<file path="src/rtl/fetch_pkg.sv">
// Shared types and default parameters for the fetch/prefetch slice.
package fetch_pkg;

    localparam int unsigned FETCH_XLEN    = 32;
    localparam int unsigned FETCH_DEPTH   = 4;
    localparam int unsigned FETCH_PC_STEP = 4;
    localparam logic [FETCH_XLEN-1:0] FETCH_RESET_PC = '0;

    // One prefetched instruction together with the address it came from.
    typedef struct packed {
        logic [FETCH_XLEN-1:0] pc;
        logic [FETCH_XLEN-1:0] instr;
    } fetch_entry_t;

endpackage

</file>
<file path="src/rtl/fetch_prefetch_unit_if.sv">
// Instruction-memory read port and decode-side handshake of the prefetch unit.
interface fetch_prefetch_unit_if
    import fetch_pkg::*;
#(
    parameter int unsigned XLEN = FETCH_XLEN
) ();

    logic            imem_req;
    logic [XLEN-1:0] imem_addr;
    logic [XLEN-1:0] imem_rdata;
    logic            dec_valid_o;
    logic            dec_ready_i;
    logic [XLEN-1:0] dec_instr_o;
    logic [XLEN-1:0] dec_pc_o;
    logic [XLEN-1:0] dec_pc8_o;

    // Fetch unit side.
    modport master (
        output imem_req, imem_addr, dec_valid_o, dec_instr_o, dec_pc_o, dec_pc8_o,
        input  imem_rdata, dec_ready_i
    );

    // Memory / decode environment side.
    modport slave (
        input  imem_req, imem_addr, dec_valid_o, dec_instr_o, dec_pc_o, dec_pc8_o,
        output imem_rdata, dec_ready_i
    );

endinterface

</file>
<file path="src/rtl/fetch_queue.sv">
// Prefetch FIFO: wrap-around pointers plus an explicit entry count.
module fetch_queue
    import fetch_pkg::*;
#(
    parameter int unsigned DEPTH = FETCH_DEPTH,
    parameter type entry_t = fetch_entry_t
) (
    input  logic                   CLK,
    input  logic                   RST,
    input  logic                   push,
    input  entry_t                 push_entry,
    input  logic                   pop,
    input  logic                   flush,
    output entry_t                 head,
    output logic                   head_valid,
    output logic [$clog2(DEPTH):0] count
);

    localparam int unsigned PW = $clog2(DEPTH);
    localparam int unsigned CW = PW + 1;

    entry_t          mem_q [DEPTH];
    logic [PW-1:0]   wptr_q;
    logic [PW-1:0]   rptr_q;
    logic [CW-1:0]   count_q;
    logic            pop_ok;

    assign pop_ok = pop && (count_q != '0);

    // Storage and pointers; flush drops everything, a same-cycle push included.
    always_ff @(posedge CLK) begin
        if (RST) begin
            for (int i = 0; i < int'(DEPTH); i++) begin
                mem_q[i] <= '0;
            end
            wptr_q  <= '0;
            rptr_q  <= '0;
            count_q <= '0;
        end else if (flush) begin
            wptr_q  <= '0;
            rptr_q  <= '0;
            count_q <= '0;
        end else begin
            if (push) begin
                mem_q[wptr_q] <= push_entry;
                wptr_q        <= wptr_q + PW'(1);
            end
            if (pop_ok) begin
                rptr_q <= rptr_q + PW'(1);
            end
            count_q <= count_q + CW'(push) - CW'(pop_ok);
        end
    end

    assign head       = mem_q[rptr_q];
    assign head_valid = (count_q != '0);
    assign count      = count_q;

endmodule

</file>
<file path="src/rtl/fetch_prefetch_unit.sv">
// Sequential PC generator with a DEPTH-entry prefetch queue feeding decode.
module fetch_prefetch_unit
    import fetch_pkg::*;
#(
    parameter int unsigned     XLEN     = FETCH_XLEN,
    parameter int unsigned     DEPTH    = FETCH_DEPTH,
    parameter logic [XLEN-1:0] RESET_PC = XLEN'(FETCH_RESET_PC),
    parameter int unsigned     PC_STEP  = FETCH_PC_STEP
) (
    input  logic                   CLK,
    input  logic                   RST,
    fetch_prefetch_unit_if.master  bus,
    input  logic                   redirect_i,
    input  logic [XLEN-1:0]        redirect_pc_i,
    output logic [$clog2(DEPTH):0] occupancy_o
);

    localparam int unsigned CW = $clog2(DEPTH) + 1;

    typedef struct packed {
        logic [XLEN-1:0] pc;
        logic [XLEN-1:0] instr;
    } entry_t;

    logic [XLEN-1:0] fetch_pc_q;
    logic [XLEN-1:0] req_pc_q;
    logic            inflight_q;
    logic            issue;
    logic            push;
    logic            pop;
    logic            head_valid;
    entry_t          push_entry;
    entry_t          head;
    logic [CW-1:0]   count;
    logic [CW-1:0]   occ_sum;

    // A request reserves its queue slot at issue, so a full queue can still
    // accept the response in the same cycle it pops.
    assign occ_sum    = count + CW'(inflight_q);
    assign issue      = !RST && !redirect_i && (occ_sum < CW'(DEPTH));
    assign push       = inflight_q && !redirect_i;
    assign pop        = head_valid && bus.dec_ready_i;
    assign push_entry = {req_pc_q, bus.imem_rdata};

    // Fetch PC and in-flight tracking; redirect overrides sequential advance.
    always_ff @(posedge CLK) begin
        if (RST) begin
            fetch_pc_q <= RESET_PC;
            req_pc_q   <= '0;
            inflight_q <= 1'b0;
        end else begin
            inflight_q <= issue;
            if (issue) begin
                req_pc_q <= fetch_pc_q;
            end
            if (redirect_i) begin
                fetch_pc_q <= redirect_pc_i;
            end else if (issue) begin
                fetch_pc_q <= fetch_pc_q + XLEN'(PC_STEP);
            end
        end
    end

    fetch_queue #(
        .DEPTH   (DEPTH),
        .entry_t (entry_t)
    ) u_queue (
        .CLK        (CLK),
        .RST        (RST),
        .push       (push),
        .push_entry (push_entry),
        .pop        (pop),
        .flush      (redirect_i),
        .head       (head),
        .head_valid (head_valid),
        .count      (count)
    );

    assign bus.imem_req    = issue;
    assign bus.imem_addr   = fetch_pc_q;
    assign bus.dec_valid_o = head_valid;
    assign bus.dec_instr_o = head.instr;
    assign bus.dec_pc_o    = head.pc;
    assign bus.dec_pc8_o   = head.pc + XLEN'(2 * PC_STEP);
    assign occupancy_o     = count;

endmodule

</file>
<file path="src/flat_wrapper.sv">
// flat-port wrapper written by rule: the top's interface ports become plain ports
module fetch_prefetch_unit_flat import fetch_pkg::*;
#(
    parameter int unsigned     XLEN     = FETCH_XLEN,
    parameter int unsigned     DEPTH    = FETCH_DEPTH,
    parameter logic [XLEN-1:0] RESET_PC = XLEN'(FETCH_RESET_PC),
    parameter int unsigned     PC_STEP  = FETCH_PC_STEP
)
  (CLK, RST, redirect_i, redirect_pc_i, occupancy_o, bus_imem_req, bus_imem_addr, bus_dec_valid_o, bus_dec_instr_o, bus_dec_pc_o, bus_dec_pc8_o, bus_imem_rdata, bus_dec_ready_i);
  fetch_prefetch_unit_if #(.XLEN(XLEN)) bus_i ();
  input  logic CLK;
  input  logic RST;
  input  logic redirect_i;
  input  logic [XLEN-1:0] redirect_pc_i;
  output logic [$clog2(DEPTH):0] occupancy_o;
  output wire logic [$bits(bus_i.imem_req)-1:0] bus_imem_req;
  output wire logic [$bits(bus_i.imem_addr)-1:0] bus_imem_addr;
  output wire logic [$bits(bus_i.dec_valid_o)-1:0] bus_dec_valid_o;
  output wire logic [$bits(bus_i.dec_instr_o)-1:0] bus_dec_instr_o;
  output wire logic [$bits(bus_i.dec_pc_o)-1:0] bus_dec_pc_o;
  output wire logic [$bits(bus_i.dec_pc8_o)-1:0] bus_dec_pc8_o;
  input wire logic [$bits(bus_i.imem_rdata)-1:0] bus_imem_rdata;
  input wire logic [$bits(bus_i.dec_ready_i)-1:0] bus_dec_ready_i;
  assign bus_imem_req = bus_i.imem_req;
  assign bus_imem_addr = bus_i.imem_addr;
  assign bus_dec_valid_o = bus_i.dec_valid_o;
  assign bus_dec_instr_o = bus_i.dec_instr_o;
  assign bus_dec_pc_o = bus_i.dec_pc_o;
  assign bus_dec_pc8_o = bus_i.dec_pc8_o;
  assign bus_i.imem_rdata = bus_imem_rdata;
  assign bus_i.dec_ready_i = bus_dec_ready_i;
  fetch_prefetch_unit #(.XLEN(XLEN), .DEPTH(DEPTH), .RESET_PC(RESET_PC), .PC_STEP(PC_STEP)) u_core (.CLK(CLK), .RST(RST), .bus(bus_i), .redirect_i(redirect_i), .redirect_pc_i(redirect_pc_i), .occupancy_o(occupancy_o));
endmodule
</file>
<file path="config.mk">
export PLATFORM = sky130hd
export DESIGN_NAME = fetch_prefetch_unit_flat
export DESIGN_NICKNAME = d
export VERILOG_FILES = /design/src/rtl/fetch_pkg.sv /design/src/rtl/fetch_prefetch_unit_if.sv /design/src/rtl/fetch_queue.sv /design/src/rtl/fetch_prefetch_unit.sv /design/src/flat_wrapper.sv
export SDC_FILE = /design/constraint.sdc
export NUM_CORES = 1
export LEC_CHECK = 0
export BUFFER_PORTS_ARGS = -buffer_cell sky130_fd_sc_hd__buf_2
export CORE_MARGIN = 2
export CORE_UTILIZATION = 45
export CTS_CLUSTER_DIAMETER = 50
export CTS_CLUSTER_SIZE = 16
export DETAILED_ROUTE_END_ITERATION = 7
export PLACE_DENSITY = 0.75
export SYNTH_ARGS = -nofsm -noshare
export SYNTH_HDL_FRONTEND = slang
export SYNTH_SLANG_ARGS = --single-unit
</file>
<file path="constraint.sdc">
create_clock -name CLK -period 6.65 [get_ports CLK]
set_clock_uncertainty 0.2 [all_clocks]
set_input_delay 0 -clock CLK [delete_from_list [all_inputs] [get_ports CLK]]
set_output_delay 0 -clock CLK [all_outputs]
set_load 0.02 [all_outputs]
</file>
======== After elaboration in Yosys (flattened, before gate mapping) ========
Memories as Yosys holds them, arrays and structs flattened. A register that Yosys moved wholly into a read port is not among the register bits.
Cells that the tools add are included.
word-level totals
  memories kept ........................... 1
  flip-flop bits (word level) ............. 72
  output and inout port bits .............. 133
  bits in writable memories ............... 256
  word-level logic and storage cells ...... 39
  bits of input ports ..................... 68
memory list
  name                  words  width  read ports  clocked after memory_dff  wr ports  line               text
  u_core.u_queue.mem_q  4      64     1           1                         4         fetch_queue.sv:22  entry_t mem_q [DEPTH];
cells by class
  mux-type cells .......................... 13
  magnitude comparators ................... 1
  $add $sub $neg .......................... 7
  reductions and logical operators ........ 11
operator list
  operator                                                          count
  32-bit two-way mux                                                2
  64-bit two-way mux                                                1
  64-bit OR reduction                                               1
  32-bit by 3-bit adder with 32-bit output (second input constant)  1
  32-bit by 4-bit adder with 32-bit output (second input constant)  1
  1-bit two-way mux                                                 7
  3-bit by 1-bit adder with 3-bit output                            2
  2-bit two-way mux                                                 3
  1-bit logical AND                                                 5
  2-bit by 1-bit adder with 2-bit output (second input constant)    2
  3-bit < comparator (second input constant)                        1
  3-bit nonzero test                                                1
  3-bit by 1-bit subtractor with 3-bit output                       1
  1-bit logical NOT                                                 2
  2-bit nonzero test                                                1
  2-bit OR reduction                                                1

======== Depth between registers and ports, before layout ========
Gate-level depths: netlist of the first run.
  depth in word-level cells ............... 8
  mapped depth ............................ 10
  depth with buffers taken out ............ 10

======== By module ========
A second synthesis of the first run with hierarchy kept.
unflattened totals
  cells, all modules ...................... 1200
  area total of the unflattened synthesis .. 15612.5 µm²
modules (own cells, without submodules)
  module               seq. area each (µm²)  times used  area an instance (µm²)  cells an instance
  fetch_queue          7867.5                1           12056.6                 754
  fetch_prefetch_unit  1301.2                1           3555.9                  446

======== Worst setup path before layout of the first run ========
OpenSTA, ideal clock, no wires.
  path kind ............................... flip-flop to flip-flop
  start ................................... reg u_core.u_queue.wptr_q[0]
  end ..................................... mem u_core.u_queue.mem_q[2][0] (netlist bit) (enable)
  data required time ...................... 5.951 ns
  stages on the path, launching flop included .. 4
  clock period less this slack ............ 4.376 ns
  arrival time ............................ 3.677 ns
  path buffers ............................ 1
  slack ................................... 2.274 ns
  cells stage by stage .................... dfxtp_1 > nand2b_1 > clkbuf_1 > o21bai_1
RTL lines
  element                 line               text
  start, declared         fetch_queue.sv:23  logic [PW-1:0] wptr_q;
  start signal, assigned  fetch_queue.sv:46  wptr_q <= wptr_q + PW'(1);
  end, declared           fetch_queue.sv:22

==> flow_metrics.tcl, run 1 <==
set metrics [dict create \
    dpl_cell_area_sq_um 15830 \
    ys_seq_elements 330 \
    adder_cell_area_share_of_the_yosys_netlist_pct 0.4836 \
    synth_cell_type_count 51 \
    detail_route.wirelength_um 36920 \
    gp_congestion 0.8717 \
    ys_seq_area_share_pct 63.28 \
    grt_pass1_wl_um 56280 \
    first_global_vias 10249 \
    core-area_sq_um 31640 \
    wl_per_cell_um 19.99 \
    clock_tree_from_tritoncts "done" \
    synth.net_count 1234 \
    cts_resized 0 \
    worstSkewPairLatency_ns 0.56 \
    root_buffer "clkbuf_16" \
    maxSlewViolCount 0 \
    initial_utilization_pct 45.80 \
    clock_tree.buffer_depth 3 \
    final_nets 1495 \
    layout_common_cells "edfxtp_1 (256), buf_2 (200), nor2_1 (188)" \
    drt.antenna.violating_nets 0 \
    finalPower_mw 4.487 \
    floorplan.io_pins 201 \
    final_design_area_no_fill_sq_um 17720 \
    cts_max_level 1 \
    avgSynthCellArea_sq_um 12.48 \
    drive_gt1_share_pct 23.27 \
    ys_async_sr_fraction_pct 0 \
    syn-instance-count 1161 \
    muxShareOfSynthArea_pct 10.29 \
    synth_simple_gate_area_share_pct 15.28 \
    cts.reportedPaths.clkPinSlew_ns 0.07 \
    synth_area_sq_um 14490 \
    power_per_cell_area_nw_per_um2 253.3 \
    dp_hpwl_um 22110 \
    number_of_warnings_reported_in_the_yosys_synthesis_log 0 \
    post_synth_xor_area_fraction_pct 2.720 \
    number_of_clock_sinks_seen_by_cts 330 \
    share_of_the_core_filled_with_cells_pct 56.00 \
    die_y_um 183.4 \
    synth_top_family_by_area "simple AND/OR/NAND/NOR gates" \
    synth_ff_type "edfxtp_1" \
    area_growth_syn_to_layout_pct 22.27 \
    crit_arrival_ns 3.44 \
    layout.cells.most_common "edfxtp_1" \
    post-route-min-period_ns 3.645 \
    kind_of_start_point_of_the_critical_path "flop" \
    dieArea_sq_um 33650 \
    timing_hold_violations_final 0 \
    route.detailed.drc 0 \
    max_clock_freq_mhz 274.4 \
    grt_antenna_before_repair 1 \
    die_w_um 183.4 \
    min-delay-path-class "input port to flop" \
    type_of_destination_of_the_critical_path "output port" \
    detailroute.via_count 10214 \
    io_buffer_count 200 \
    cts_buffers 29 \
    post-route-period-util_pct 54.81 \
    rsz_0062_raised_after_global_routing "no" \
    power.leakage_nw 7.050 \
    row_count 65 \
    post-cts-setup-buffers 0 \
    number_of_synthesized_flops_with_an_enable_pin 256 \
    grt-ovfl-total 0 \
    first_iter_violations 959 \
    timing.max_cap.violations 0 \
    timing.setup.tns_ns 0 \
    maxSlewHeadroom_pct 28.82 \
    via_per_inst 5.530 \
    firstDrtPassIters 6 \
    setup.worst_path.class "flop to output port" \
    setup_violations 0 \
    required_time_reported_for_the_critical_path_endpoint_ns 6.45 \
    worst_slew_pin_slew_ns 1.060 \
    peakVddDrop_v 0.0002245 \
    synth_compound_gate_area_share_pct 3.791 \
    worst-path-max-fanout 64 \
    run_status "complete, no violations" \
    grt_usage_pct 21.83 \
    largest_net_degree_at_the_start_of_global_routing 65 \
]
## per-stage QoR
step / cells / worst slack, ns / hold slack (ns)
6_report: 1847 / 3.005 / 0.05113
5_1_grt: 1847 / 2.793 / 0.07827
4_1_cts: 1846 / 2.936 / 0.001323
3_5_place_dp: 1705 / 3.526 / 0.04960
3_3_place_gp: 1705 / 3.591 / 0.03679
2_1_floorplan: 1161 / 2.274 / -0.05538
## registers in the layout (all words and copies together), names as in the netlist, named ones only
register / flops
u_core.bus.imem_addr: 32
u_core.inflight_q: 1
u_core.req_pc_q: 32
u_core.u_queue.count: 3
u_core.u_queue.mem_q: 256
u_core.u_queue.rptr_q: 2
u_core.u_queue.wptr_q: 2
## area by class of cell
type                       count  area (sq um)
fill                        2528         13920
sequential                   330          9176
multi-input combinational    685          4773
timing repair buffer         300          1972
clock buffer                  37         785.8
tap                          402         503.0
inverter                      76         285.3
clock inverter                16         219.0
antenna                        1         2.502
## metal layers
metal,vias up,wire [um],track usage [%]
li1,4650,-,-
met1,4986,14700,27.36
met2,464,18170,37.77
met3,114,2398,2.714
met4,0,1652,10.40
met5,-,0,0
## worst max-delay path: stages, from the launching register on
cell     delay (ns)
dfxtp_4        1.00
mux4_1         0.39
ha_1           0.23
nand3_2        0.19
nor4_4         0.51
nand4_1        0.19
xnor2_1        0.17
buf_2          0.18
## synth_stat cells (3+ instances only)
master	number	area (sq um)
inv_1	75	281.5
xor2_1	19	166.4
edfxtp_1	256	7687
a211oi_1	9	67.56
buf_2	9	45.04
mux4_1	8	210.2
and3_1	9	56.30
or4_1	6	45.04
nand4_1	16	100.1
nand2_1	169	634.4
nor2_1	189	709.4
nor3_1	5	25.02
and4_1	4	35.03
a31oi_1	11	68.82
o21ai_0	3	15.01
xnor2_1	26	227.7
mux4_2	56	1261
nor4_1	3	18.77
a311oi_1	4	35.03
a21oi_1	38	190.2
clkbuf_1	51	191.4
o311ai_0	10	87.58
or3_1	8	50.05
or2_2	3	18.77
buf_1	4	15.01
nand3_1	21	105.1
buf_4	3	22.52
ha_1	4	50.05
and2_1	37	231.5
dfxtp_1	74	1481
## kinds of logic (layout without fill, tap and decap cells)
| group | count (synthesis) | count (layout) |
|---|---|---|
| adder cells (fa/ha/maj) | 5 | 5 |
| AO/OA/AOI/OAI | 85 | 85 |
| XOR/XNOR | 45 | 45 |
| multiplexers | 66 | 66 |
| buffers and inverters | 146 | 429 |
| other | 0 | 1 |
| flip-flops | 330 | 330 |
| AND/OR/NAND/NOR | 484 | 484 |
## power breakdown
part,leakage (nW),internal (mW),switching (mW)
Sequential,3.28,2.29,0.0454
Combinational,3.28,0.143,0.229
Clock,0.490,1.00,0.773
Total,7.05,3.44,1.05
## worst paths after layout
path / slack, ns / from / end / cells past startpoint
worst max register to register: 3.21 / u_core.u_queue.count[1] / u_core.bus.imem_addr[30] / 7
worst max-delay path: 3.01 / flop / bus_dec_pc8_o[29] / 7
worst min register to register: 0.26 / u_core.req_pc_q[10] / u_core.req_pc_q[10] / 2
worst min-delay path: 0.05 / redirect_i / u_core.bus.imem_addr[26] / 5
## repair_timing
item	in CTS	in global routing
endpoints found under the setup margin	0	0
endpoints found under the hold margin	176	0
hold buffers	88	0
Power figures use the tool's default switching activity.
==> run 2: changes to the inputs <==
--- a/config.mk
+++ b/config.mk
@@ -5,13 +5,14 @@
 export SDC_FILE = /design/constraint.sdc
 export NUM_CORES = 1
 export LEC_CHECK = 0
+export ABC_AREA = 1
 export BUFFER_PORTS_ARGS = -buffer_cell sky130_fd_sc_hd__buf_2
 export CORE_MARGIN = 2
 export CORE_UTILIZATION = 45
 export CTS_CLUSTER_DIAMETER = 50
 export CTS_CLUSTER_SIZE = 16
 export DETAILED_ROUTE_END_ITERATION = 7
-export PLACE_DENSITY = 0.75
+export PLACE_DENSITY = 0.74
 export SYNTH_ARGS = -nofsm -noshare
 export SYNTH_HDL_FRONTEND = slang
 export SYNTH_SLANG_ARGS = --single-unit
==> constraint.sdc (replaced) <==
create_clock -name CLK -period 3.6 [get_ports CLK]
set_clock_uncertainty 0.2 [all_clocks]
set_input_delay 0 -clock CLK [delete_from_list [all_inputs] [get_ports CLK]]
set_output_delay 0 -clock CLK [all_outputs]
set_load 0.02 [all_outputs]
==> run 2 against run 1 <==
Compared with the run above: global-route usage grew 2.1 points; register-to-register slack got worse by 2.6 ns; cell count grew 47%; combinational power increased by 140%.
==> flow_metrics.tcl, run 2 <==
set metrics [dict create \
    yosysTopAreaCell "edfxtp_1" \
    post-route-min-period_ns 3.303 \
    most_flops_register "u_core.u_queue.mem_q" \
    top_cell_family_by_delay_on_the_critical_path "simple AND/OR/NAND/NOR gates" \
    dpl_worst_slack_ns 0.9222 \
    gp_congestion 0.9170 \
    final_hold_slack_ns 0.09571 \
    first_global_vias 13855 \
    floorplan.io_pins 201 \
    synth_ff_type "edfxtp_1" \
    synth.top_cells.by_area "edfxtp_1 (47%), nand2_1 (10%), nor2_1 (10%)" \
    timing.setup.tns_ns 0 \
    cts_max_level 1 \
    critical_path_cell_sequence "buf_4 > nor2_1 > nor2_1 > o21ai_1 > nand2_1 > ha_1 > nand3_2 > nor2_1 > nand2_1 > xor2_1 > buf_2" \
    grt_pass1_wl_um 72710 \
    grt_usage_pct 23.93 \
    area_growth_syn_to_layout_pct 21.03 \
    rsz_0062_raised_after_global_routing "no" \
    drt.antenna.violating_nets 0 \
    number_of_synthesized_flops_with_an_enable_pin 256 \
    ys_seq_area_share_pct 56.30 \
    initial_utilization_pct 45.78 \
    layout.cells.most_common "nand2_1" \
    power.leakage_nw 8.091 \
    ys_async_sr_fraction_pct 0 \
    firstDrtPassIters 5 \
    critical_path.endpoint "bus_dec_pc8_o[17]" \
    share_of_the_core_filled_with_cells_pct 55.41 \
    timing.reg2reg.setup_slack_ns 0.65 \
    min-delay-path-class "input port to flop" \
    final.setup.worst_slack_ns 0.2970 \
    syn-instance-count 1972 \
    synth_area_sq_um 16280 \
    io_buffer_count 200 \
    row_count 69 \
    hold_buffers 103 \
    dieArea_sq_um 37730 \
    timing.reg2reg.worst_path_depth 8 \
    setup.worst_path.class "flop to output port" \
    largest_register_ffs 256 \
    worstSkewPairLatency_ns 0.57 \
    largest_net_degree_at_the_start_of_global_routing 87 \
    crit_arrival_ns 3.10 \
    worst_slew_pin_slew_ns 0.9743 \
    type_of_destination_of_the_critical_path "output port" \
    grt-ovfl-total 0 \
    grt_antenna_before_repair 0 \
    clock_tree_from_tritoncts "done" \
    die_y_um 194.2 \
    synthDominantCellAreaShare_pct 47.21 \
    power_per_cell_area_nw_per_um2 435.5 \
    timing.max_cap.violations 0 \
    final_nets 2300 \
    setup_violations 0 \
    cts.reportedPaths.clkPinSlew_ns 0.07 \
    core-area_sq_um 35570 \
    route.detailed.drc 0 \
    first_iter_violations 1366 \
    cts_buffers 31 \
    worst-path-stages 11 \
    maxSlewViolCount 0 \
    maxSlewHeadroom_pct 35.05 \
    number_of_clock_sinks_seen_by_cts 330 \
    antenna_cells 0 \
    ys_seq_elements 330 \
    r2r-end "u_core.bus.imem_addr[3]" \
    cp_num_buf_inv 2 \
    detail_route.wirelength_um 46000 \
    clock_tree.buffer_depth 3 \
    timing.critical_path.slowest_cell_delay_ns 0.63 \
    kind_of_start_point_of_the_critical_path "flop" \
    crit_top_cell "nor2_1" \
    required_time_reported_for_the_critical_path_endpoint_ns 3.40 \
    run_status "complete, no violations" \
    crit_path_top_delay_cell "dfxtp_4" \
    timing_hold_violations_final 0 \
    yosysMostFrequentCell "nand2_1" \
    post-route-period-util_pct 91.75 \
    layout_common_cells "nand2_1 (452), nor2_1 (439), edfxtp_1 (256)" \
    detailroute.via_count 14293 \
    number_of_warnings_reported_in_the_yosys_synthesis_log 0 \
    via_per_inst 5.270 \
    regToRegStartpoint "u_core.u_queue.count[1]" \
    worst-path-max-fanout 39 \
    avgSynthCellArea_sq_um 8.258 \
    drive_gt1_share_pct 14.17 \
    cts_resized 0 \
    synth.net_count 2045 \
    synth_cell_type_count 39 \
    die_w_um 194.2 \
    peakVddDrop_v 0.0003134 \
    post_synth_most_frequent_cells "nand2_1 (454), nor2_1 (439), edfxtp_1 (256)" \
    dp_hpwl_um 27820 \
    max_clock_freq_mhz 302.8 \
    post-cts-setup-buffers 0 \
    wl_per_cell_um 16.96 \
    root_buffer "clkbuf_16" \
]
==> run 2: changes by cell type in the layout (fill, tap and decap cells not counted), moves of 11 or more <==
cell,before,now
o21ai_0,3,120
o22ai_1,0,35
dlygate4sd3_1,88,103
xnor2_1,26,3
inv_1,75,222
nor2_1,188,439
nand2_1,169,452
nand3_1,21,111
a21oi_1,38,49
nand2_2,0,15
and2_1,37,0
mux4_2,56,0
==> run 2: logic make-up after synthesis <==
logic type,after synthesis,synth area share (%)
XOR/XNOR,23,1.237
AND/OR/NAND/NOR,1055,26.11
AO/OA/AOI/OAI,229,7.561
buffers and inverters,330,8.360
flip-flops,330,56.30
adder cells (fa/ha/maj),5,0.4303
==> run 2: how the worst min path moves through the flow <==
stage	to	slack (ns)	cells after the start	start
floorplan	u_core.bus.imem_addr[0]	-0.07	2	redirect_pc_i[0]
global placement	u_core.bus.imem_addr[1]	0.03	3	redirect_pc_i[1]
detailed placement	u_core.bus.imem_addr[0]	0.03	3	redirect_pc_i[0]
CTS	u_core.u_queue.mem_q[0][23]	0.07	4	bus_imem_rdata[23]
global route	u_core.u_queue.mem_q[0][22]	0.1	4	bus_imem_rdata[22]
finish	u_core.u_queue.mem_q[0][13]	0.1	4	bus_imem_rdata[13]
==> run 2: per-stage QoR <==
stage	total power, mW	cell area (sq um)	cells
after floorplan	4.926	16300	1972
after global placement	5.218	17630	2552
after detailed placement	5.234	17630	2552
after CTS	8.604	19710	2712
after global routing	8.876	19710	2712
final	8.584	19710	2712
==> run 2: worst min-delay path, cell delays in order <==
cell	delay, ns
dlygate4sd3_1	0.52
buf_2	0.09
inv_1	0.04
nor2_1	0.09
==> run 2: per-layer routing <==
layer	global-route usage, %	vias to the layer above	part of all wire [%]
met5	0	-	0
met4	7.043	0	2.2
met3	3.235	85	8.4
met2	40.21	654	48
met1	32.38	6691	42
li1	-	6863	-
==> run 2: layout make-up <==
cell class,instances,area [sq um]
fill,3140,15860
sequential,330,9174
multi-input combinational,1312,5803
timing repair buffer,323,2245
inverter,229,864.6
clock buffer,39,855.8
tap,461,576.8
clock inverter,18,190.2
==> run 2: power by group <==
part,internal [mW],switching (mW)
Combinational,0.306,0.601
Clock,1.86,1.47
Sequential,4.26,0.0897
Total,6.42,2.16
==> run 3: changes to the inputs <==
--- a/config.mk
+++ b/config.mk
@@ -13,6 +13,7 @@
 export CTS_CLUSTER_SIZE = 16
 export DETAILED_ROUTE_END_ITERATION = 7
 export PLACE_DENSITY = 0.74
+export REMOVE_ABC_BUFFERS = 1
 export SYNTH_ARGS = -nofsm -noshare
 export SYNTH_HDL_FRONTEND = slang
 export SYNTH_SLANG_ARGS = --single-unit
==> run 3 against run 2 <==
Compared with the run above: worst setup slack worse by 0.15 ns; critical path depth fell by 1; clock power up 10%; cell count up 0.48%.
==> flow_metrics.tcl, run 3 (synthesis gave the netlist of run 2 again) <==
set metrics [dict create \
    run_status "complete, no violations" \
    clock_tree.buffer_depth 3 \
    dpl_cell_area_sq_um 17620 \
    hold-path-cell-count 4 \
    dieArea_sq_um 37730 \
    io_buffer_count 200 \
    gp_congestion 0.9369 \
    grt_antenna_before_repair 0 \
    grt_usage_pct 24.04 \
    root_buffer "clkbuf_16" \
    largest_net_degree_at_the_start_of_global_routing 132 \
    floorplan.io_pins 201 \
    timing.reg2reg.worst_path_depth 8 \
    layout_common_cells "nand2_1 (451), nor2_1 (439), edfxtp_1 (256)" \
    setup.worst_path.class "input port to flop" \
    max_clock_freq_mhz 289.9 \
    kind_of_start_point_of_the_critical_path "input port" \
    clock_tree_from_tritoncts "done" \
    detail_route.wirelength_um 46400 \
    cts_buffers 36 \
    first_global_vias 13891 \
    peakVddDrop_v 0.0003129 \
    route.detailed.drc 0 \
    dp_hpwl_um 28180 \
    crit_arrival_ns 3.72 \
    fin_cells 2725 \
    grt_pass1_wl_um 72990 \
    layout.cells.most_common "nand2_1" \
    power.leakage_nw 8.192 \
    post-route-period-util_pct 95.80 \
    timing_hold_violations_final 0 \
    drive_gt1_share_pct 14.36 \
    number_of_clock_sinks_seen_by_cts 330 \
    core-area_sq_um 35570 \
    via_per_inst 5.264 \
    worst-path-max-fanout 28 \
    maxSlewViolCount 0 \
    power_per_cell_area_nw_per_um2 449.1 \
    final_design_area_no_fill_sq_um 19900 \
    holdCritStartpoint "bus_imem_rdata[13]" \
    setup_violations 0 \
    wl_per_cell_um 17.03 \
    timing.reg2reg.setup_slack_ns 0.62 \
    r2r-end "u_core.bus.imem_addr[3]" \
    drt.antenna.violating_nets 0 \
    holdPathEnd "u_core.u_queue.mem_q[0][13]" \
    finalPower_mw 8.935 \
    worst_slew_pin_slew_ns 0.9291 \
    regToRegStartpoint "u_core.u_queue.count[1]" \
    min-delay-path-class "input port to flop" \
    worstSkewPairLatency_ns 0.53 \
    cts_max_level 2 \
    largest_register_ffs 256 \
    firstDrtPassIters 6 \
    final_nets 2309 \
    antenna_cells 0 \
    maxSlewHeadroom_pct 38.06 \
    die_w_um 194.2 \
    grt-ovfl-total 0 \
    first_iter_violations 1472 \
    initial_utilization_pct 45.78 \
    timing.max_cap.violations 0 \
    required_time_reported_for_the_critical_path_endpoint_ns 3.87 \
    detailroute.via_count 14344 \
    area_growth_syn_to_layout_pct 22.18 \
    most_flops_register "u_core.u_queue.mem_q" \
    place_inst 2551 \
    row_count 69 \
    die_y_um 194.2 \
    post-route-min-period_ns 3.449 \
    cts.reportedPaths.clkPinSlew_ns 0.07 \
    post-cts-setup-buffers 0 \
    rsz_0062_raised_after_global_routing "no" \
    timing.setup.tns_ns 0 \
    type_of_destination_of_the_critical_path "flop" \
]
## run 3: cell count changes in the layout (fill, tap and decap cells not counted), sizes merged
cell	delta
clkinvlp	-3
clkbuf	+1
inv	+2
dlygate4sd3	+5
clkinv	+10
buf	-1
bufinv	-1
## run 3: worst max-delay path by stage
stage	startpoint	end	slack, ns	depth (start not counted)
after CTS	redirect_i	u_core.bus.imem_addr[3]	0.1	10
after global placement	flop	bus_dec_pc8_o[17]	0.91	11
final	redirect_i	u_core.bus.imem_addr[3]	0.15	10
after detailed placement	flop	bus_dec_pc8_o[17]	0.87	11
after global routing	redirect_i	u_core.bus.imem_addr[3]	0.006	10
after floorplan	u_core.u_queue.wptr_q[1]	u_core.u_queue.mem_q[1][0]	-3.27	3
## run 3: cell type report
| cell class | instances | area, sq um |
|---|---|---|
| multi-input combinational | 1312 | 5806 |
| clock buffer | 40 | 915.9 |
| clock inverter | 26 | 270.3 |
| tap | 461 | 576.8 |
| timing repair buffer | 327 | 2287 |
| inverter | 229 | 867.1 |
| sequential | 330 | 9174 |
| fill | 3116 | 15670 |
## run 3: worst max-delay path: stages
cell and delay [ns]:
dlygate4sd3_1 0.55, buf_2 0.20, nor2_4 0.12, dlygate4sd3_1 0.75
nand3_2 0.32, inv_4 0.37, a22oi_1 0.11, dlygate4sd3_1 0.59
a21oi_1 0.13, dlygate4sd3_1 0.56
## run 3: where the power goes
part	internal [mW]	total [mW]	switching [mW]
Combinational	0.312	0.920	0.608
Clock	2.00	3.67	1.67
Sequential	4.26	4.34	0.0848
Total	6.57	8.93	2.37
## run 3: through the flow
| stage | utilization (%) | setup slack (ns) | hold slack (ns) |
|---|---|---|---|
| after global routing | 55.94 | 0.006271 | 0.1252 |
| after detailed placement | 49.55 | 0.8724 | 0.03854 |
| after CTS | 55.92 | 0.09963 | 0.08684 |
| after global placement | 49.55 | 0.9073 | 0.02589 |
| after floorplan | - | -3.269 | -0.1309 |
| final | 55.94 | 0.1510 | 0.1074 |
## run 3: repair_timing
item | 4_1_cts | 5_1_grt
setup endpoints to repair | 0 | 5
hold buffers | 108 | 0
resized for setup | 0 | 3
hold endpoints to repair | 177 | 0
## run 3: layer usage
| layer | track usage [%] | share of wire (%) | up-vias |
|---|---|---|---|
| li1 | - | - | 6894 |
| met1 | 32.04 | 41 | 6684 |
| met2 | 40.50 | 48 | 671 |
| met3 | 3.253 | 8.0 | 95 |
| met4 | 8.081 | 3.0 | 0 |
| met5 | 0 | 0 | - |
